`src/rtl/adder_pipe.sv`:
```
//------------------------------------------------------------------------------
// adder_pipe
//
// Pipelined add / subtract / accumulate unit with a valid/ready handshake on
// both sides. It sits between an operand producer and a result consumer in a
// single clock domain. Arithmetic is evaluated when a beat is accepted, and
// the result then travels unchanged through DEPTH register stages.
//
// Parameters
//   WIDTH  operand width in bits (>= 1)
//   ACC_W  result / accumulator width in bits (>= WIDTH+1)
//   DEPTH  register stages from input acceptance to output (>= 1)
//
// Ports
//   clk        in   1      clock, rising edge
//   rstx       in   1      asynchronous active-low reset
//   operand_a  in   WIDTH  unsigned operand A
//   operand_b  in   WIDTH  unsigned operand B
//   op         in   2      00 ADD, 01 SUB, 10 ACC, 11 CLR
//   in_valid   in   1      input beat present
//   in_ready   out  1      a beat can be accepted this cycle
//   result     out  ACC_W  result of the oldest beat in the output stage
//   flag       out  1      carry (ADD/ACC) or borrow (SUB) of that beat
//   out_valid  out  1      result/flag valid
//   out_ready  in   1      consumer takes the result this cycle
//------------------------------------------------------------------------------
`timescale 1ns/1ps

module adder_pipe #(
    parameter int unsigned WIDTH = 3,
    parameter int unsigned ACC_W = 8,
    parameter int unsigned DEPTH = 1
) (
    input  logic             clk,
    input  logic             rstx,
    input  logic [WIDTH-1:0] operand_a,
    input  logic [WIDTH-1:0] operand_b,
    input  logic [1:0]       op,
    input  logic             in_valid,
    output logic             in_ready,
    output logic [ACC_W-1:0] result,
    output logic             flag,
    output logic             out_valid,
    input  logic             out_ready
);

    typedef enum logic [1:0] {
        OP_ADD = 2'b00,
        OP_SUB = 2'b01,
        OP_ACC = 2'b10,
        OP_CLR = 2'b11
    } op_e;

    // Running accumulator, touched only by accepted ACC / CLR beats.
    logic [ACC_W-1:0] acc_q;
    logic [ACC_W-1:0] acc_d;

    // Pipeline stage storage; index 0 is the acceptance stage,
    // index DEPTH-1 drives the outputs.
    logic [ACC_W-1:0] stg_res_q  [DEPTH];
    logic             stg_flag_q [DEPTH];
    logic [DEPTH-1:0] stg_v_q;

    // stg_move[k]: stage k may hand its content onward this cycle.
    // stg_load[k]: stage k captures a new beat this cycle.
    logic [DEPTH-1:0] stg_move;
    logic [DEPTH-1:0] stg_load;

    logic             accept;
    op_e              op_sel;
    logic [ACC_W-1:0] a_ext;
    logic [ACC_W-1:0] b_ext;
    logic [ACC_W:0]   acc_sum;
    logic [ACC_W-1:0] s1_res;
    logic             s1_flag;

    //--------------------------------------------------------------------------
    // Handshake / advance chain
    //--------------------------------------------------------------------------
    // The "may move" condition ripples from the output back towards the input:
    // the last stage moves on out_ready, every earlier stage moves when its
    // successor is empty or itself moving. A single running variable carries
    // the ripple so no vector bit depends on another bit of the same vector.
    always_comb begin
        logic        chain;
        int unsigned idx;
        stg_move = '0;
        stg_load = '0;
        chain    = out_ready;
        for (int unsigned k = 0; k < DEPTH; k++) begin
            idx           = DEPTH - 1 - k;
            stg_move[idx] = chain;
            chain         = !stg_v_q[idx] || chain;
        end
        in_ready = chain;
        accept   = in_valid && chain;

        stg_load[0] = accept;
        for (int unsigned k = 1; k < DEPTH; k++) begin
            stg_load[k] = stg_v_q[k-1] && stg_move[k-1];
        end
    end

    //--------------------------------------------------------------------------
    // Stage-1 arithmetic
    //--------------------------------------------------------------------------
    assign op_sel  = op_e'(op);
    assign a_ext   = ACC_W'(operand_a);
    assign b_ext   = ACC_W'(operand_b);
    // One extra bit holds the wrap of the accumulator; a+b alone can never
    // exceed ACC_W bits, so at most a single carry appears here.
    assign acc_sum = {1'b0, acc_q} + {1'b0, a_ext} + {1'b0, b_ext};

    always_comb begin
        s1_res  = '0;
        s1_flag = 1'b0;
        acc_d   = acc_q;
        unique case (op_sel)
            OP_ADD: begin
                s1_res = a_ext + b_ext;
            end
            OP_SUB: begin
                s1_res  = a_ext - b_ext;
                s1_flag = operand_a < operand_b;
            end
            OP_ACC: begin
                s1_res  = acc_sum[ACC_W-1:0];
                s1_flag = acc_sum[ACC_W];
                acc_d   = acc_sum[ACC_W-1:0];
            end
            OP_CLR: begin
                acc_d = '0;
            end
            default: begin
                acc_d = acc_q;
            end
        endcase
    end

    //--------------------------------------------------------------------------
    // State registers
    //--------------------------------------------------------------------------
    always_ff @(posedge clk or negedge rstx) begin
        if (!rstx) begin
            acc_q   <= '0;
            stg_v_q <= '0;
            for (int unsigned k = 0; k < DEPTH; k++) begin
                stg_res_q[k]  <= '0;
                stg_flag_q[k] <= 1'b0;
            end
        end else begin
            if (accept) begin
                acc_q <= acc_d;
            end

            // A stage stays full if it holds a beat that cannot move, and
            // becomes full whenever it loads; otherwise it empties.
            for (int unsigned k = 0; k < DEPTH; k++) begin
                stg_v_q[k] <= stg_load[k] || (stg_v_q[k] && !stg_move[k]);
            end

            if (stg_load[0]) begin
                stg_res_q[0]  <= s1_res;
                stg_flag_q[0] <= s1_flag;
            end
            for (int unsigned k = 1; k < DEPTH; k++) begin
                if (stg_load[k]) begin
                    stg_res_q[k]  <= stg_res_q[k-1];
                    stg_flag_q[k] <= stg_flag_q[k-1];
                end
            end
        end
    end

    //--------------------------------------------------------------------------
    // Outputs
    //--------------------------------------------------------------------------
    assign result    = stg_res_q[DEPTH-1];
    assign flag      = stg_flag_q[DEPTH-1];
    assign out_valid = stg_v_q[DEPTH-1];

endmodule

```
`config.mk`:
```
export PLATFORM = sky130hd
export DESIGN_NAME = adder_pipe
export DESIGN_NICKNAME = d
export VERILOG_FILES = /design/src/rtl/adder_pipe.sv
export SDC_FILE = /design/constraint.sdc
export NUM_CORES = 1
export LEC_CHECK = 0
export ABC_CLOCK_PERIOD_IN_PS = 3920
export CORE_ASPECT_RATIO = 1.2
export CORE_MARGIN = 2
export CORE_UTILIZATION = 45
export CTS_BUF_LIST = sky130_fd_sc_hd__clkbuf_4
export CTS_CLUSTER_SIZE = 8
export DETAILED_ROUTE_END_ITERATION = 6
export HOLD_SLACK_MARGIN = 0.15
export PLACE_DENSITY_LB_ADDON = 0.2
export SKIP_LAST_GASP = 1
export SYNTH_ARGS = -nofsm -noshare
export SYNTH_HDL_FRONTEND = slang
export SYNTH_SLANG_ARGS = --single-unit
```
`constraint.sdc`:
```
create_clock -name clk -period 3.92 [get_ports clk]
set_clock_uncertainty 0.15 [all_clocks]
set_input_delay 0.588 -clock clk [delete_from_list [all_inputs] [get_ports clk]]
set_output_delay 0.588 -clock clk [all_outputs]
set_load 0.03 [all_outputs]
```
==> impl_results.md <==
- Outcome: finished, final reports clean
- Arrival time worst endpoint: 3240 ps
- Core area: 0.00308 mm^2
- CTS tree: yes
- Setup TNS: 0 ps
- # resized after CTS: 0
- Clock sinks: 18
- Top delay family on crit path: adder cells
- Total gr overflow: 0
- Root Buffer Master: clkbuf_4
- CP most frequent cell: fa_1
- Fin nets: 201
- Achievable frequency: 0.314 GHz
- H-tree lvl count: 1
- CTS Buffer Depth: 2
- GR Util All Layers: 0.191
- R2r setup slk: 1210 ps
- Area growth from synthesis to layout: 17.2%
- Minimum clock period: 3190 ps
- Critical path startpoint category: input port
- Total clock buffers created by CTS: 3
- Die Y: 66.3 um
- Hold Path Depth: 2
- Yosys top cell by area: dfrtp_1
- HP Class: reg -> reg
- DR iter-0 viols: 26
- Cells after synthesis: 148
- Final ANT Viol Nets: 0
- Port bufs: 22
- Fillers: 297
- Synth area leaders: dfrtp_1 31%, ha_1 11%, fa_1 9.6%
- Detailed placement HPWL: 2480 um
- Leakage: 0.774 nW
- Async set-or-reset flop fraction in the synthesized netlist: 1.00
- Worst-Margin Slew: 847 ps
- CP Buf/Inv Count: 2
- Top-count cell post-synth: dfrtp_1
- CTS clk-pin slew, worst paths: 110 ps
- Worst reg2reg path startpoint: acc_q[1]
- Synthesized cell area: 0.00145 mm^2
- Post-CTS Setup Inserts: 0
- Top-area cell type share of the netlist area: 0.310
- RePlAce Congestion: 0.863
- Final slew viol count: 0
- Sequential area share after synthesis: 0.310
- Wire per inst: 15.4 um
- Crit. End Element: flip-flop
- Vias: 1165
- Max cap viols: 0
- RR Endpoint: result[7]
- Largest net degree at the start of global routing: 22
- Syn Nets: 180
- Hold_buf cts: 0
- Row cnt: 22
- Max incr delay on CP: 580 ps
- Number of global-route vias before repair: 1198
- Synth Warn #: 0
- Worst Path Class, Setup: in -> reg
- Dpl cell area: 0.00168 mm^2
- Final wirelength: 3140 um
- Final setup vio count: 0
- DIE WIDTH: 55.9 um
- First-pass GRT wire length: 5580 um
- Hold_sp: result[0]
- Final Instance Area: 0.00170 mm^2
- RSZ-0062 raised after global routing: false
- DRC: 0
- # IOs: 23
- Worst path slowest cell: fa_1
- Antenna violations before repair: 0
- Inserted Diodes: 0
- Drt pass-1 iters: 4
- #FFs+latches synth: 18
- Synthesized area per cell: 9.82 um^2
- Crit Path Max Fanout: 5
- Final Hold Vio Count: 0
- Worst rel slew slack: 0.434
- Hold Path End: result[0]
- Synth unique cells: 43
- Synth cell count leaders: 18 x dfrtp_1, 16 x inv_1, 15 x nand2_1
- Req. time, crit path: 3980 ps
- Pwr Density: 460 mW/mm^2
- Post-synth EDFFs: 0
- Avg Vias per Cell: 5.71
- Worst reg2reg path depth: 8
- Crit-path cells: clkdlybuf4s50_1 > fa_1 > ha_1 > inv_1 > fa_1 > and2b_4 > o2111a_1 > o31ai_1 > or3b_1
- Initial Utilization: 0.472
- Top FF cell, synth: dfrtp_1
- Layout cell share with drive strength beyond 1: 0.0595
- Fin crit share: 0.813
- Clk_lat worst skew: 310 ps
- Maximum vdd drop: 218 uV
- Die Area: 0.00370 mm^2
[kinds of logic after synthesis]
logic type | count (synthesis) | synth area share
adder cells (fa/ha/maj) | 20 | 0.208
buffers and inverters | 23 | 0.0757
flip-flops | 18 | 0.310
AO/OA/AOI/OAI | 38 | 0.194
AND/OR/NAND/NOR | 43 | 0.175
multiplexers | 2 | 0.0138
XOR/XNOR | 4 | 0.0241
[registers in the layout, indices dropped and copies added (netlist names)]
| register | count |
|---|---|
| acc_q | 8 |
| out_valid | 1 |
| flag | 1 |
| result | 8 |
[layout by cell type (no fill, tap or decap), drive strengths merged]
| cell type | synthesis | routed |
|---|---|---|
| a211oi | 2 | 2 |
| a21o | 1 | 1 |
| a21oi | 1 | 1 |
| a221o | 4 | 4 |
| a221oi | 1 | 1 |
| a222oi | 1 | 1 |
| a22o | 1 | 1 |
| a2bb2oi | 1 | 1 |
| a31oi | 2 | 2 |
| a32oi | 1 | 1 |
| and2b | 1 | 1 |
| and3 | 1 | 1 |
| clkbuf | 1 | 3 |
| clkdlybuf4s50 | 0 | 22 |
| clkinv | 0 | 1 |
| dfrtp | 18 | 18 |
| fa | 7 | 7 |
| ha | 13 | 13 |
| inv | 17 | 17 |
| mux2i | 2 | 2 |
| nand2 | 15 | 15 |
| nand3 | 1 | 1 |
| nand4b | 1 | 1 |
| nor2 | 6 | 6 |
| nor2b | 9 | 9 |
| nor3 | 4 | 4 |
| nor3b | 2 | 2 |
| nor4 | 2 | 2 |
| o2111a | 1 | 1 |
| o211a | 1 | 1 |
| o211ai | 4 | 4 |
| o21ai | 12 | 12 |
| o221ai | 1 | 1 |
| o311ai | 1 | 1 |
| o31ai | 3 | 3 |
| or3b | 1 | 1 |
| xnor2 | 2 | 2 |
| xor2 | 2 | 2 |
[routing by layer]
| metal | track usage | routed length, um | up-vias |
|---|---|---|---|
| met4 | 0.0923 | 80 | 0 |
| met2 | 0.342 | 1590 | 36 |
| met5 | 0 | 0 | - |
| li1 | - | - | 564 |
| met3 | 0.0157 | 126 | 9 |
| met1 | 0.232 | 1340 | 556 |
[worst max path at each step]
stage / end / depth (start not counted) / slack [ps] / from
floorplan: result[7] / 8 / 1070 / operand_a[1]
global placement: result[7] / 9 / 430 / operand_a[1]
detailed placement: result[7] / 9 / 370 / operand_a[1]
CTS: result[7] / 9 / 720 / operand_a[1]
global route: result[7] / 9 / 620 / operand_b[1]
finish: result[7] / 9 / 730 / operand_a[1]
[metrics by stage]
stage | setup slack, ps | total power, mW | hold slack [ps] | instances | utilization
global route | 615 | 0.843 | 382 | 204 | 0.553
global placement | 426 | 0.671 | 313 | 200 | 0.544
CTS | 720 | 0.784 | 348 | 204 | 0.553
finish | 733 | 0.783 | 359 | 204 | 0.553
detailed placement | 368 | 0.681 | 324 | 200 | 0.544
floorplan | 1070 | 0.564 | 142 | 148 | -
[cell type report]
class | count | area (um^2) | share of cell area
clock inverter | 1 | 3.75 | 0.00220
multi-input combinational | 107 | 893 | 0.524
tap | 36 | 45.0 | 0.0264
timing repair buffer | 22 | 220 | 0.129
clock buffer | 3 | 22.5 | 0.0132
sequential | 18 | 450 | 0.264
inverter | 17 | 68.8 | 0.0404
[tightest hold or removal path, cell delays in order, from the launching register on]
cell,delay [ps]
dfrtp_1,360
nand2_1,60
o221ai_1,60
[where the power goes]
part / leakage, nW / total, mW / switching (mW) / internal, mW
Clock: 0.0154 / 0.103 / 0.0655 / 0.0373
Combinational: 0.545 / 0.406 / 0.221 / 0.185
Sequential: 0.213 / 0.275 / 0.0450 / 0.230
Total: 0.774 / 0.783 / 0.331 / 0.452
Note: power is estimated with default switching activity, not from simulation.
